==> config.mk <==
export PLATFORM = sky130hd
export DESIGN_NAME = muldiv_seq
export DESIGN_NICKNAME = d
export VERILOG_FILES = /design/src/rtl/muldiv_pkg.sv /design/src/rtl/muldiv_iter.sv /design/src/rtl/muldiv_seq.sv
export SDC_FILE = /design/constraint.sdc
export NUM_CORES = 1
export LEC_CHECK = 0
export ABC_AREA = 1
export BUFFER_PORTS_ARGS = -buffer_cell sky130_fd_sc_hd__buf_2
export CAP_MARGIN = 25
export CORE_AREA = 2 2 232 234
export CTS_CLUSTER_SIZE = 14
export DETAILED_ROUTE_END_ITERATION = 8
export DIE_AREA = 0 0 234 236
export PLACE_DENSITY = 0.63
export RECOVER_POWER = 25
export SKIP_CTS_REPAIR_TIMING = 1
export SYNTH_ARGS = -nofsm -noshare
export SYNTH_HDL_FRONTEND = slang
export SYNTH_HIERARCHICAL = 1
export SYNTH_SLANG_ARGS = --single-unit
==> constraint.sdc <==
create_clock -name clk -period 3.5 [get_ports clk]
set_input_delay 0 -clock clk [delete_from_list [all_inputs] [get_ports clk]]
set_output_delay 0 -clock clk [all_outputs]
set_load 0.02 [all_outputs]
==> src/rtl/muldiv_pkg.sv <==
// Shared encodings for the iterative RV32M multiply/divide sequencer.
// Holds the funct3 op codes, the FSM state type and the op-class helper.
package muldiv_pkg;

    localparam logic [2:0] F3_MUL    = 3'b000;
    localparam logic [2:0] F3_MULH   = 3'b001;
    localparam logic [2:0] F3_MULHSU = 3'b010;
    localparam logic [2:0] F3_MULHU  = 3'b011;
    localparam logic [2:0] F3_DIV    = 3'b100;
    localparam logic [2:0] F3_DIVU   = 3'b101;
    localparam logic [2:0] F3_REM    = 3'b110;
    localparam logic [2:0] F3_REMU   = 3'b111;

    localparam int ITER_CNT_W = 6;

    typedef enum logic [2:0] {
        IDLE,
        PREP,
        CALC,
        FIX,
        DONE
    } state_t;

    function automatic logic is_div(input logic [2:0] f3);
        return f3[2];
    endfunction

endpackage

==> src/rtl/muldiv_iter.sv <==
// Radix-2 datapath: one shift-add (multiply) or restoring-subtract (divide) step per step pulse.
// Accumulator is {hi, lo}: product for multiply, {remainder, quotient} for divide.
module muldiv_iter #(
    parameter int WIDTH = 32
) (
    input  logic                 clk,
    input  logic                 reset,
    input  logic                 load,
    input  logic                 step,
    input  logic                 op_mul,
    input  logic [WIDTH-1:0]     mag_a,
    input  logic [WIDTH-1:0]     mag_b,
    output logic [2*WIDTH-1:0]   acc
);

    logic [WIDTH-1:0]   opnd;
    logic [WIDTH:0]     add_sum;
    logic [WIDTH:0]     rem_sh;
    logic [WIDTH:0]     sub_diff;
    logic [2*WIDTH-1:0] acc_nxt;

    always_comb begin
        add_sum  = {1'b0, acc[2*WIDTH-1:WIDTH]} + {1'b0, opnd};
        rem_sh   = acc[2*WIDTH-1:WIDTH-1];
        sub_diff = rem_sh - {1'b0, opnd};
        acc_nxt  = acc;
        if (op_mul) begin
            if (acc[0])
                acc_nxt = {add_sum, acc[WIDTH-1:1]};
            else
                acc_nxt = {1'b0, acc[2*WIDTH-1:1]};
        end else if (!sub_diff[WIDTH]) begin
            // No borrow: the shifted remainder covered the divisor.
            acc_nxt = {sub_diff[WIDTH-1:0], acc[WIDTH-2:0], 1'b1};
        end else begin
            acc_nxt = {acc[2*WIDTH-2:0], 1'b0};
        end
    end

    always_ff @(posedge clk or posedge reset) begin
        if (reset) begin
            acc  <= '0;
            opnd <= '0;
        end else if (load) begin
            opnd <= op_mul ? mag_a : mag_b;
            acc  <= {{WIDTH{1'b0}}, (op_mul ? mag_b : mag_a)};
        end else if (step) begin
            acc <= acc_nxt;
        end
    end

endmodule

==> src/rtl/muldiv_seq.sv <==
// RV32M multi-cycle sequencer: done follows start by WIDTH+2 edges (2 for div-by-zero/overflow).
// No backpressure: start is ignored while busy; flush aborts to IDLE without done.
module muldiv_seq
    import muldiv_pkg::*;
#(
    parameter int WIDTH = 32
) (
    input  logic             clk,
    input  logic             reset,
    input  logic             start,
    input  logic [2:0]       funct3,
    input  logic [WIDTH-1:0] a,
    input  logic [WIDTH-1:0] b,
    input  logic             flush,
    output logic             busy,
    output logic             done,
    output logic [WIDTH-1:0] result
);

    localparam logic [ITER_CNT_W-1:0] CNT_LAST = ITER_CNT_W'(WIDTH - 1);
    localparam logic [WIDTH-1:0]      MIN_NEG  = {1'b1, {(WIDTH-1){1'b0}}};

    state_t                state;
    logic [ITER_CNT_W-1:0] cnt;
    logic [2:0]            f3_q;
    logic [WIDTH-1:0]      op_a;
    logic [WIDTH-1:0]      op_b;
    logic                  neg_q;
    logic                  neg_r;
    logic                  sp_dz;
    logic                  sp_ov;

    logic                  a_signed;
    logic                  b_signed;
    logic                  sa;
    logic                  sb;
    logic [WIDTH-1:0]      mag_a;
    logic [WIDTH-1:0]      mag_b;
    logic                  dz_det;
    logic                  ov_det;
    logic [2*WIDTH-1:0]    acc;
    logic [2*WIDTH-1:0]    prod;
    logic [WIDTH-1:0]      quo;
    logic [WIDTH-1:0]      rem;
    logic [WIDTH-1:0]      fix_val;

    always_comb begin
        a_signed = (f3_q != F3_MULHU) && (f3_q != F3_DIVU) && (f3_q != F3_REMU);
        b_signed = a_signed && (f3_q != F3_MULHSU);
        sa       = a_signed && op_a[WIDTH-1];
        sb       = b_signed && op_b[WIDTH-1];
        mag_a    = sa ? -op_a : op_a;
        mag_b    = sb ? -op_b : op_b;
        dz_det   = is_div(f3_q) && (op_b == '0);
        ov_det   = ((f3_q == F3_DIV) || (f3_q == F3_REM)) && (op_a == MIN_NEG) && (op_b == '1);
    end

    muldiv_iter #(.WIDTH(WIDTH)) u_iter (
        .clk    (clk),
        .reset  (reset),
        .load   (state == PREP),
        .step   ((state == CALC) && !flush),
        .op_mul (!is_div(f3_q)),
        .mag_a  (mag_a),
        .mag_b  (mag_b),
        .acc    (acc)
    );

    always_comb begin
        prod    = neg_q ? -acc : acc;
        quo     = neg_q ? -acc[WIDTH-1:0] : acc[WIDTH-1:0];
        rem     = neg_r ? -acc[2*WIDTH-1:WIDTH] : acc[2*WIDTH-1:WIDTH];
        fix_val = '0;
        // Corner cases bypass the iteration and take fixed RISC-V results.
        if (sp_dz) begin
            quo = '1;
            rem = op_a;
        end else if (sp_ov) begin
            quo = MIN_NEG;
            rem = '0;
        end
        case (f3_q)
            F3_MUL:                      fix_val = prod[WIDTH-1:0];
            F3_MULH, F3_MULHSU, F3_MULHU: fix_val = prod[2*WIDTH-1:WIDTH];
            F3_DIV, F3_DIVU:             fix_val = quo;
            default:                     fix_val = rem;
        endcase
    end

    always_ff @(posedge clk or posedge reset) begin
        if (reset) begin
            state  <= IDLE;
            busy   <= 1'b0;
            done   <= 1'b0;
            result <= '0;
            cnt    <= '0;
            f3_q   <= '0;
            op_a   <= '0;
            op_b   <= '0;
            neg_q  <= 1'b0;
            neg_r  <= 1'b0;
            sp_dz  <= 1'b0;
            sp_ov  <= 1'b0;
        end else if (flush) begin
            state <= IDLE;
            busy  <= 1'b0;
            done  <= 1'b0;
        end else begin
            case (state)
                IDLE, DONE: begin
                    done <= 1'b0;
                    if (start) begin
                        state <= PREP;
                        busy  <= 1'b1;
                        f3_q  <= funct3;
                        op_a  <= a;
                        op_b  <= b;
                    end else begin
                        state <= IDLE;
                    end
                end
                PREP: begin
                    neg_q <= sa ^ sb;
                    neg_r <= sa;
                    sp_dz <= dz_det;
                    sp_ov <= ov_det;
                    cnt   <= '0;
                    state <= (dz_det || ov_det) ? FIX : CALC;
                end
                CALC: begin
                    cnt <= cnt + 1'b1;
                    if (cnt == CNT_LAST)
                        state <= FIX;
                end
                FIX: begin
                    result <= fix_val;
                    state  <= DONE;
                    busy   <= 1'b0;
                    done   <= 1'b1;
                end
                default: begin
                    state <= IDLE;
                    busy  <= 1'b0;
                    done  <= 1'b0;
                end
            endcase
        end
    end

endmodule

==> flow_summary.toml <==
[sta]
setup_tns_ns = 0
slew_headroom_pct = -56.52
period_share_pct = 84.86
finalHoldViolCount = 0
setup_violations = 0
period_minus_slack_ns = 2.970
skew_ns = 0.01627
worst_slew_pin_slew_ns = 2.335
rsz0062_at_grt = "false"
max_freq_mhz = 336.7
setup_ws_ns = 0.5298
slew_viol_final = 121

[logic_synthesis]
synthSimpleGateAreaFrac_pct = 39.27
synth-seq-cells = 210
ys.warnings.count = 6
avgSynthCellArea_um2 = 6.062
async_reset_ff_share_pct = 100.0
synth_top_family_by_area = "simple AND/OR/NAND/NOR gates"
synth_fp_nets = 3508
synth.yosys.seq_area_share_pct = 25.76
syn_inst = 3365
synth_area_um2 = 20400
synth_ff_type = "dfrtp_1"
synth_mux_area_share_pct = 0.8648
yosysUniqueCellTypes = 54
synth_compound_area_share_pct = 15.46
synth_edf_count = 0
synth_xor_area_share_pct = 3.349
synthAdderAreaFrac_pct = 4.490

[global_routing]
grt_pass1_wl_um = 121500
antenna_found_initial = 1
grt.total_usage_pct = 28.72
grt_pass1_vias = 20084
grt-ovfl-total = 0
grt_max_degree = 116

[critical_path]
crit_required_ns = 4.02
crit_path_start_kind = "register"
critPathMaxFanout = 22
worstPathArrival_ns = 3.49
critPathKind = "register to register"
crit_path_end_kind = "register"

[clocking]
cts_tree = "done"
clock_latency_ns = 0.59
cts_buffers = 26
h-tree-depth = 1
clock-sinks = 210
root_buffer = "clkbuf_16"
clk_transition_reported_paths_ns = 0.06
clk_path_buf_depth = 3

[finish]
fin_cells = 4220
syn2layout_area_growth_pct = 14.47
register_area_um2 = 5256
multi_input_area_um2 = 12980
fillers = 5666
utilization_pct = 44.00
drive_above_1_share_pct = 9.736
fin_nets = 3648

[die]
chipHeight_um = 236
coreArea_um2 = 53070
die_w_um = 234
dieArea_um2 = 55220
io_pins = 105
start_util_pct = 38.44
num_rows = 85

[run_status]
failed_checks = "capacitance limit, slew limit"
status = "complete, but fails checks"

[detailed_routing]
antenna_left = 0
wire_per_inst_um = 19.49
vias = 22944
first_iter_violations = 2940
firstDrtPassIters = 6
drcViolationCount = 0
viasPerCell = 5.437
drt_wl_total_um = 82240

[run]
max-cap-violations = 3

[min_path]
hold_path_class = "primary input to register"

[placed_design]
post-dp-hpwl_um = 64390
port_buffers = 104
gp_congestion = 1.007
post-place-ws_ns = 0.5588
dp.cells = 4101
cells in the mapped netlist, drive strengths merged (9+ instances only):
library cell / instances / area [um2]
dfrtp: 210 / 5255
ha: 70 / 875.8
inv: 432 / 1622
xor2: 66 / 578.1
or2: 16 / 100.1
o21ai: 179 / 918.4
clkbuf: 74 / 281.5
buf: 46 / 282.8
nor2: 398 / 1577
xnor2: 12 / 105.1
nand3b: 25 / 187.7
o221ai: 17 / 148.9
a21oi: 286 / 1454
o21bai: 9 / 67.56
nor3: 30 / 180.2
nand4: 28 / 175.2
a31oi: 23 / 143.9
nand2: 1066 / 4091
mux2: 13 / 146.4
o211ai: 36 / 270.3
nand3: 289 / 1624
metrics by stage:
step / hold WS, ns / instance area, um2
2_1_floorplan: 0.1505 / 20400
3_3_place_gp: 0.1026 / 21730
3_5_place_dp: 0.1036 / 21730
4_1_cts: -0.5254 / 22620
5_1_grt: 0.1760 / 23350
6_report: 0.1785 / 23350
cell usage in the layout (no fill, tap or decap), types with 7 or more instances in the layout:
cell,Yosys,final
nand2_1,1042,1042
inv_1,425,421
nor2_1,375,372
a21oi_1,282,282
nand3_1,261,259
dfrtp_1,210,209
o21ai_0,159,159
buf_2,27,103
ha_1,70,70
dlygate4sd3_1,0,70
xor2_1,66,66
buf_4,3,53
o211ai_1,36,36
nand4_1,28,28
clkbuf_16,0,26
nand3b_1,25,25
nor3_1,24,24
nand3_2,23,24
a31oi_1,23,23
nor2_2,18,20
nand2_2,18,18
o221ai_1,17,17
or2_2,16,16
o21ai_1,14,14
mux2_2,13,13
xnor2_1,12,12
o21bai_1,9,9
clkinv_2,0,7
inv_2,7,7
path summary, 6_finish.rpt:
path,cells after the start,from,endpoint,slack (ns)
max,18,u_iter/acc[31]$_DFFE_PP0P_,u_iter/acc[55]$_DFFE_PP0P_,0.53
min reg2reg,2,result[15]$_DFFE_PP0P_,result[15]$_DFFE_PP0P_,0.47
max in group asynchronous,4,reset,u_iter/acc[53]$_DFFE_PP0P_,0.78
max reg2reg,18,u_iter/acc[31]$_DFFE_PP0P_,u_iter/acc[55]$_DFFE_PP0P_,0.53
min,3,b[15],op_b[15]$_DFFE_PP0P_,0.18
min in group asynchronous,3,reset,u_iter/acc[3]$_DFFE_PP0P_,0.45
worst max-delay path: stages (launching register included):
cell and delay, ns:
dfrtp_1 0.44, inv_1 0.11, ha_1 0.24, fa_1 0.39
inv_1 0.13, nand2_2 0.09, nand2_1 0.09, nand3_1 0.08
nand2_2 0.12, nand2_2 0.07, nand2_4 0.09, nand2_4 0.06
nand3_4 0.12, nand2_4 0.16, inv_2 0.37, nand2_1 0.10
nand3_1 0.10, nand2_1 0.05, nand2_1 0.06
per-layer routing:
layer	routed length (um)	vias up	part of all wire [%]	track usage [%]
li1	-	11129	-	-
met1	34900	10568	42	40.56
met2	35410	1072	43	42.34
met3	8117	173	9.9	6.105
met4	3799	2	4.6	11.55
met5	12	-	0.015	0
kinds of logic (layout without fill, tap and decap cells):
family,after synthesis,in the layout
mux,16,16
simple gates,1863,1863
fa+ha+maj,72,72
other cells,0,1
buf+inv,557,715
xor+xnor,78,78
compound gates,569,569
flops,210,210
sequential cells by signal, summed over array words and instances, names as in the netlist:
signal / flops
busy: 1
cnt: 6
done: 1
f3_q: 3
neg_q: 1
neg_r: 1
op_a: 32
op_b: 32
result: 32
sp_dz: 1
sp_ov: 1
state: 3
u_iter/acc: 64
u_iter/opnd: 32
cell type report:
| type | count | area share (%) |
|---|---|---|
| diodes | 1 | 0.01072 |
| clock buffers | 33 | 3.070 |
| clock inverters | 13 | 0.7448 |
| inverters | 437 | 7.051 |
| multi-input cells | 2598 | 55.57 |
| flip-flops and latches | 210 | 22.51 |
| well taps | 696 | 3.729 |
| repair buffers | 232 | 7.319 |
Power is not shown: default switching activity piles up to over one toggle a cycle in this logic, so the estimate is an artifact.
